**src/rtl/timer_countdown_pkg.sv**
```systemverilog
// Shared timer definitions: digit/time widths, digit maxima and load clamping.
package timer_countdown_pkg;

    localparam int DIGIT_W = 4;
    localparam int TIME_W  = 16;

    localparam logic [DIGIT_W-1:0] MAX_ONES = 4'd9;
    localparam logic [DIGIT_W-1:0] MAX_TENS = 4'd5;

    // Saturate an out-of-range digit to its maximum legal value.
    function automatic logic [DIGIT_W-1:0] clamp_digit(input logic [DIGIT_W-1:0] d,
                                                       input logic [DIGIT_W-1:0] mx);
        return (d > mx) ? mx : d;
    endfunction

endpackage

```
**src/rtl/timer_countdown_bcd_digit_down.sv**
```systemverilog
// One BCD down-counting digit. A borrow-in decrements it; decrementing from 0
// wraps to MAX and raises borrow-out towards the next higher digit.
module bcd_digit_down
    import timer_countdown_pkg::*;
#(
    parameter logic [DIGIT_W-1:0] MAX = MAX_ONES
) (
    input  logic               clk,
    input  logic               reset,
    input  logic               i_clear,
    input  logic               i_load,
    input  logic [DIGIT_W-1:0] i_din,
    input  logic               i_borrow_in,
    output logic               o_borrow_out,
    output logic [DIGIT_W-1:0] o_q
);

    logic [DIGIT_W-1:0] r_q;

    // Digit register: clear beats load beats decrement.
    always_ff @(posedge clk or posedge reset) begin
        if (reset)            r_q <= '0;
        else if (i_clear)     r_q <= '0;
        else if (i_load)      r_q <= i_din;
        else if (i_borrow_in) r_q <= (r_q == '0) ? MAX : r_q - 4'd1;
    end

    assign o_borrow_out = i_borrow_in && (r_q == '0);
    assign o_q          = r_q;

endmodule

```
**src/rtl/timer_countdown.sv**
```systemverilog
// MM:SS BCD countdown timer with load/clear, run gating and a done pulse.
// The count stops at 00:00; an invalid load is either clamped or rejected.
module timer_countdown
    import timer_countdown_pkg::*;
#(
    parameter int CLAMP_INVALID = 1
) (
    input  logic              clk,
    input  logic              reset,
    input  logic              load,
    input  logic [TIME_W-1:0] din,
    input  logic              tick,
    input  logic              run,
    input  logic              clear,
    output logic [TIME_W-1:0] dout,
    output logic              zero,
    output logic              done,
    output logic              load_err
);

    logic              w_valid;
    logic              w_load_req;
    logic              w_load_en;
    logic              w_step;
    logic [TIME_W-1:0] w_load_val;
    logic              w_b_s1, w_b_s10, w_b_m1, w_b_m10;
    logic              r_done;
    logic              r_load_err;

    assign w_valid = (din[15:12] <= MAX_ONES) && (din[11:8] <= MAX_ONES) &&
                     (din[7:4]   <= MAX_TENS) && (din[3:0]  <= MAX_ONES);

    // When the load is accepted, clamped digits equal din for a valid value.
    assign w_load_val = {clamp_digit(din[15:12], MAX_ONES), clamp_digit(din[11:8], MAX_ONES),
                         clamp_digit(din[7:4],   MAX_TENS), clamp_digit(din[3:0],  MAX_ONES)};

    assign w_load_req = load && !clear;
    assign w_load_en  = w_load_req && ((CLAMP_INVALID != 0) || w_valid);
    // Gating on nonzero keeps 00:00 from wrapping to 99:59.
    assign w_step     = tick && run && !clear && !load && !zero;

    bcd_digit_down #(.MAX(MAX_ONES)) u_s1 (
        .clk(clk), .reset(reset), .i_clear(clear), .i_load(w_load_en),
        .i_din(w_load_val[3:0]), .i_borrow_in(w_step), .o_borrow_out(w_b_s1), .o_q(dout[3:0]));

    bcd_digit_down #(.MAX(MAX_TENS)) u_s10 (
        .clk(clk), .reset(reset), .i_clear(clear), .i_load(w_load_en),
        .i_din(w_load_val[7:4]), .i_borrow_in(w_b_s1), .o_borrow_out(w_b_s10), .o_q(dout[7:4]));

    bcd_digit_down #(.MAX(MAX_ONES)) u_m1 (
        .clk(clk), .reset(reset), .i_clear(clear), .i_load(w_load_en),
        .i_din(w_load_val[11:8]), .i_borrow_in(w_b_s10), .o_borrow_out(w_b_m1), .o_q(dout[11:8]));

    bcd_digit_down #(.MAX(MAX_ONES)) u_m10 (
        .clk(clk), .reset(reset), .i_clear(clear), .i_load(w_load_en),
        .i_din(w_load_val[15:12]), .i_borrow_in(w_b_m1), .o_borrow_out(w_b_m10), .o_q(dout[15:12]));

    // Status pulses: done when a step leaves 00:01, load_err on a rejected load.
    always_ff @(posedge clk or posedge reset) begin
        if (reset) begin
            r_done     <= 1'b0;
            r_load_err <= 1'b0;
        end else begin
            r_done     <= w_step && (dout == 16'h0001);
            r_load_err <= w_load_req && !w_valid && (CLAMP_INVALID == 0);
        end
    end

    assign zero     = (dout == '0);
    assign done     = r_done;
    assign load_err = r_load_err;

    // Borrow out of the minute tens is unreachable because steps stop at zero.
    logic w_unused;
    assign w_unused = w_b_m10;

endmodule

```
**config.mk**
```make
export PLATFORM = sky130hd
export DESIGN_NAME = timer_countdown
export DESIGN_NICKNAME = d
export VERILOG_FILES = /design/src/rtl/timer_countdown_pkg.sv /design/src/rtl/timer_countdown_bcd_digit_down.sv /design/src/rtl/timer_countdown.sv
export SDC_FILE = /design/constraint.sdc
export NUM_CORES = 1
export LEC_CHECK = 0
export CAP_MARGIN = 20
export CELL_PAD_IN_SITES_DETAIL_PLACEMENT = 0
export CELL_PAD_IN_SITES_GLOBAL_PLACEMENT = 1
export CORE_ASPECT_RATIO = 0.7
export CORE_MARGIN = 2
export CORE_UTILIZATION = 31
export DETAILED_ROUTE_END_ITERATION = 16
export GPL_ROUTABILITY_DRIVEN = 0
export PLACE_DENSITY = 0.81
export SLEW_MARGIN = 20
export SYNTH_ARGS = -nofsm -noshare
export SYNTH_HDL_FRONTEND = slang
export SYNTH_SLANG_ARGS = --single-unit
```
**constraint.sdc**
```tcl
create_clock -name clk -period 2.1 [get_ports clk]
set_clock_uncertainty 0.2 [all_clocks]
set_input_delay 0.21 -clock clk [delete_from_list [all_inputs] [get_ports clk]]
set_output_delay 0.21 -clock clk [all_outputs]
set_load 0.03 [all_outputs]
```
---- Yosys cells after proc, flatten, opt, wreduce, memory -nomap -nowiden ----
Index checks and enable logic that the tools add are counted.
operators by class
  equal/unequal tests ..................... 1
  mux-type cells .......................... 20
  $add $sub $neg .......................... 4
  reductions and logical operators ........ 21
  magnitude comparators ................... 4
operators by type and width
  cell                 count
  $mux 4               20
  $eq 16x1->1 const B  1
  $logic_not 16->1     1
  $logic_not 4->1      4
  $sub 4x1->4 const B  4
  $gt 4x4->1 const B   3
  $reduce_bool 3->1    4
  $logic_and 1x1->1    9
  $gt 4x3->1 const B   1
  $logic_not 1->1      3
word-level totals
  register bits ........................... 17
  word-level logic and storage cells ...... 55
  input port bits ......................... 22

---- Depth between registers and ports, before layout ----
  depth in word-level cells ............... 10
  gate-level depth with buffers ........... 6

---- Hierarchy ----
From an unflattened synthesis, not the netlist that was laid out.
unflattened totals
  cell total of the unflattened synthesis .. 141
  area total of the unflattened synthesis .. 1,217.4 um^2
modules (own cells, without submodules)
  module                     cells each  area an instance (um^2)  instances
  bcd_digit_down (u_m1 ...)  27          249.0                    3
  bcd_digit_down (u_s10)     26          241.5                    1
  timer_countdown            34          229.0                    1

---- Worst setup path after synthesis ----
OpenSTA, ideal clock, no wires.
  path type ............................... reg-to-reg
  start ................................... reg u_s1.r_q[0] (netlist: u_s1.o_q[0])
  end ..................................... reg u_m1.r_q[0] (netlist: u_m1.o_q[0])
  path slack .............................. -318 ps
  setup time .............................. 125 ps
  path buffers ............................ 0
  data arrival time ....................... 2,093 ps
  stages on the path, launching flop included .. 7
  data required time ...................... 1,775 ps
  cell sequence ........................... dfrtp_1 > inv_1 > ha_1 > or3b_4 > a311oi_4 > a211o_2 > mux2_4
on the way
  word-level cells in the longest chain between the ends .. 6
  elaborated cells on any way between the ends .. 7
  those cells by class .................... reduce/logical: 7
RTL lines
  item                                    line                                  RTL
  start, declared                         timer_countdown_bcd_digit_down.sv:18  logic [DIGIT_W-1:0] r_q;
  start signal, assigned                  timer_countdown_bcd_digit_down.sv:24  else if (i_load) r_q <= i_din;
  start signal, assigned                  timer_countdown_bcd_digit_down.sv:25  else if (i_borrow_in) r_q <= (r_q == '0) ? MAX : r_q - 4'd1;
  $logic_not 16->1                        timer_countdown.sv:69                 assign zero = (dout == '0);
  $logic_not 1->1                         timer_countdown.sv:40                 assign w_step = tick && run && !clear && !load && !zero;
  $logic_and 1x1->1                       timer_countdown.sv:40
  $logic_and 1x1->1 (*) (2 in series)     timer_countdown_bcd_digit_down.sv:28  assign o_borrow_out = i_borrow_in && (r_q == '0);
  $reduce_bool 3->1 (no source line) (*)  -
  end signal, assigned                    timer_countdown_bcd_digit_down.sv:24
  end signal, assigned                    timer_countdown_bcd_digit_down.sv:25
  end, declared                           timer_countdown_bcd_digit_down.sv:18
Every way passes the cells marked *; elsewhere a longest branch is shown, timed or not.
A chain may end at the register's enable or synchronous reset.

---- Worst setup path after layout ----
  start ................................... reg u_s10.r_q[1] (netlist: u_s10.o_q[1])
  end ..................................... out zero
on the way
  word-level cells in the longest chain between the ends .. 1
RTL lines
  item                    line                                  RTL
  start, declared         timer_countdown_bcd_digit_down.sv:18
  start signal, assigned  timer_countdown_bcd_digit_down.sv:24
  start signal, assigned  timer_countdown_bcd_digit_down.sv:25
  $logic_not 16->1        timer_countdown.sv:69
  end, declared           timer_countdown.sv:16                 output logic zero,
Every way passes these cells.

==> metrics list <==
- In this run the vertical extent of the chip is 58.9 um.
- The routed design has 4.47 mm of wire.
- OpenSTA, run right after detailed placement, puts the worst setup slack at -0.0873 ns.
* DR vias: 1456
- Counting I/O delays and the setup requirement, the final critical path takes 2.13 ns.
* Area occupied by multi-input gates: 940 sq um
- First-pass GRT wire length: 7.16 mm
* DPL Wire Length: 3.26 mm
- In this run, flip-flops and latches consume 31.1% of the power.
- Count of pins on the block boundary: 41
- Normalized max-slew margin: 53.0%
* Core area: 0.00402 sq mm
- The clock network accounts for 20.4% of the total power.
- The slowest stage of the critical path belongs to the cell sky130_fd_sc_hd__dfrtp_2.
- CTS buffer count: 3
* Area growth from synthesis to layout: 68.8%
* Total non-filler cell area in the finished layout: 0.00225 sq mm
* Fraction of the yosys area taken by sequential cells: 31.9%
- Across all setup checks in the final design, the least slack found is -0.0340 ns.
- For this run, asynchronously set or reset flops after synthesis account for 100%.
- Clock edge transition at the registers on the reported setup and hold paths: 0.07 ns
* Cell breakdown of the critical path: inv_2, ha_4, nor3b_4, nand4_1, buf_4, inv_2, buf_6
* Fraction of final layout cells sized beyond drive strength 1: 39.4%
- The detail route stage leaves a number of antenna-violating nets equal to 0.
* Clock tree from TritonCTS: done
- Overall Power: 1.25 mW
- Reg-to-reg startpoint: u_s1.o_q[1]
* Non-Filler Instances: 270
- Number of fillers in the final layout: 343
- Combined buffer and inverter count along the critical path: 4
- Among all flip-flop cells after synthesis, the most frequent one is sky130_fd_sc_hd__dfrtp_1.
* Slew Limit Fails: 0
* Setup repair after global routing missed its margin: yes
- The tool flagged a number of max-cap violations equal to 0.
- Setup violations remaining at the end of the flow were counted as 4.
- For this design the ratio of total power to cell area is 554 mW/mm^2.
- Leaving out fill and tap cells, the most frequent cell in the layout is sky130_fd_sc_hd__buf_4.
- Of the total power, the share spent switching nets is 35.2%.
- Sink count of the clock tree: 17
- Number of nets in the finished design: 246
- 1st-pass router iterations: 4
- Endpoint class of the critical path: output pin
- GRT Total Usage: 19.7%
- Net switching power figure: 439 uW
* Worst Path Class, Setup: reg -> out
* Post-synth EDFFs: 0
- 0 antenna diodes ended up in the layout.
- In this run the number of H-tree levels came out at 1.
* Count of different cell masters after synthesis: 49
- Type of the most critical hold path: in -> async
* Count of placed standard cells including taps: 257
- For this configuration, the core starts out at a cell density of 33.2%.
- Status: complete, but fails checks
* Number of vias per cell: 5.39
* Number of global-route vias before repair: 1500
- Pin count of the biggest net entering global routing: 24
* Commonest cells after routing, fill and taps aside: sky130_fd_sc_hd__buf_4 (42), sky130_fd_sc_hd__clkdlybuf4s50_1 (38), sky130_fd_sc_hd__dfrtp_1 (11)
- Root buffer cell: sky130_fd_sc_hd__clkbuf_8
- Post-Syn Instances: 138
* Hold-fix buffers at CTS: 0
- A synthesized cell averages 9.67 sq um.
- The placed instances occupy a cell area of 0.00204 sq mm.
- Mean routed wirelength per cell: 16.6 um
- The die covers 0.00486 sq mm.
- For the worst setup path, the data arrival time is 1.72 ns.
- Counting flops and latches in the post-synthesis netlist gives 17.
- Summed over all cells, the static leakage comes to 0.957 nW.
* Summed negative setup slack over all endpoints: -0.103 ns
- Failing checks: setup timing
- Transition time at the pin with the least slew margin: 0.704 ns
- In this design, the critical path's most frequently occurring cell is sky130_fd_sc_hd__inv_2.
- Die width: 82.4 um
* Cell row count: 19
* Data required time of the critical path: 1.69 ns
- Final number of hold-violating endpoints: 0
* Part of the total power dissipated in combinational logic: 48.5%
- Crit path largest cell delay: 0.41 ns
* Post-route DRC: 0
- Total standard cell area after synthesis: 0.00134 sq mm
* Maximum clock frequency: 469 MHz
- Critical path startpoint: u_s10.o_q[1]
* Internal Power: 809 uW
* Clock latency on the worst-skew pair: 0.26 ns
- Gate family responsible for the most delay along the worst path: simple AND/OR/NAND/NOR gates
- After layout, the worst path uses 102% of the clock period.
- Remaining global-route overflow: 0
- During synthesis, Yosys emitted a total of 0 warnings.
- No sink is reached through more buffers than the 2 on the longest clock path.
* First DRT Iteration DRCs: 145
- Registers take 433 sq um.
- IO buf count: 39
- The initial antenna violation count is 0.
* Post-Synthesis Net Count: 165
- Worst-case vdd ir drop: 0.286 mV
- Launching element type of the critical path: register
* Worst-path maximum fanout: 5
## worst paths after layout
check                               endpoint  slack [ns]  cells after the start
worst max register to register   u_m1.o_q[1]       -0.03                      6
max in group asynchronous       u_m10.o_q[0]        1.04                      2
worst min-delay path                    done        0.16                      2
worst max-delay path                    zero       -0.03                      7
min in group clk                u_m10.o_q[0]        0.40                      2
worst min register to register  u_m10.o_q[0]        0.40                      2
## layout make-up
class / instances / share of cell area [%]
multi-input combinational: 101 / 41.7
clock buffer: 4 / 2.00
sequential: 17 / 19.2
tap: 52 / 2.89
timing repair buffer: 82 / 31.9
inverter: 14 / 2.33
## metrics by stage
step / util (%) / hold WS (ns)
after floorplan: - / -0.0643
after global placement: 50.8 / 0.358
after detailed placement: 50.8 / 0.372
after CTS: 54.6 / 0.198
after global routing: 56.1 / 0.232
final: 56.1 / 0.164
## power groups by stage
stage / clock (mW) / sequential (mW) / combinational [mW]
after global routing: 0.279 / 0.392 / 0.644
after floorplan: 0 / 0.457 / 0.219
final: 0.255 / 0.388 / 0.605
after global placement: 0 / 0.390 / 0.518
after detailed placement: 0 / 0.393 / 0.536
after CTS: 0.259 / 0.387 / 0.578
## logic make-up after synthesis
family	share of synthesized area, %
simple gates	24.6
compound gates	25.3
buf+inv	5.90
flops	31.9
mux	7.40
fa+ha+maj	4.69
other cells	0.281
## synth_stat cells (all sizes together) (2+ instances only)
cell type / number / area share, %
nor2b: 2 / 0.94
nand4: 2 / 0.94
nor3b: 4 / 4.8
nand3b: 5 / 2.8
a211oi: 4 / 2.2
mux2: 6 / 5.9
a311oi: 2 / 2.6
a22o: 2 / 1.3
o21ba: 3 / 2.2
nand2b: 2 / 0.94
a21oi: 7 / 2.6
dfrtp: 17 / 32
a31oi: 2 / 0.94
inv: 14 / 3.9
o311a: 3 / 2.2
nor2: 5 / 1.4
nand3: 4 / 1.5
or3: 4 / 1.9
buf: 2 / 0.84
o31ai: 5 / 3.8
nor3: 7 / 2.6
clkbuf: 4 / 1.1
ha: 5 / 4.7
nand2: 4 / 1.1
o21ai: 3 / 1.1
mux2i: 2 / 1.5
## sequential cells by signal, indices dropped and copies added (netlist names)
register and count:
u_m1.o_q 4, u_m10.o_q 4, u_s1.o_q 4, u_s10.o_q 4
done 1
## repair_timing
| action | CTS | global route |
|---|---|---|
| resized for setup | 14 | 8 |
| setup buffers | 8 | 1 |
| endpoints found under the setup margin | 8 | 12 |
| pin swaps | 3 | 3 |
| gates cloned | 0 | 0 |
## worst register-to-register path, cell delays in order (launching register included)
cell and delay (ns):
sky130_fd_sc_hd__dfrtp_2 0.41, sky130_fd_sc_hd__inv_2 0.08, sky130_fd_sc_hd__ha_4 0.14, sky130_fd_sc_hd__or3b_4 0.41
sky130_fd_sc_hd__a311oi_4 0.27, sky130_fd_sc_hd__a211o_4 0.22, sky130_fd_sc_hd__mux2_4 0.30
## per-layer routing
layer / track usage, % / wire (um)
met1: 24.5 / 1920
met4: 4.29 / 28
met3: 4.60 / 244
met2: 34.8 / 2280
met5: 0 / 0
No activity file was read; power rests on OpenSTA's default activity.
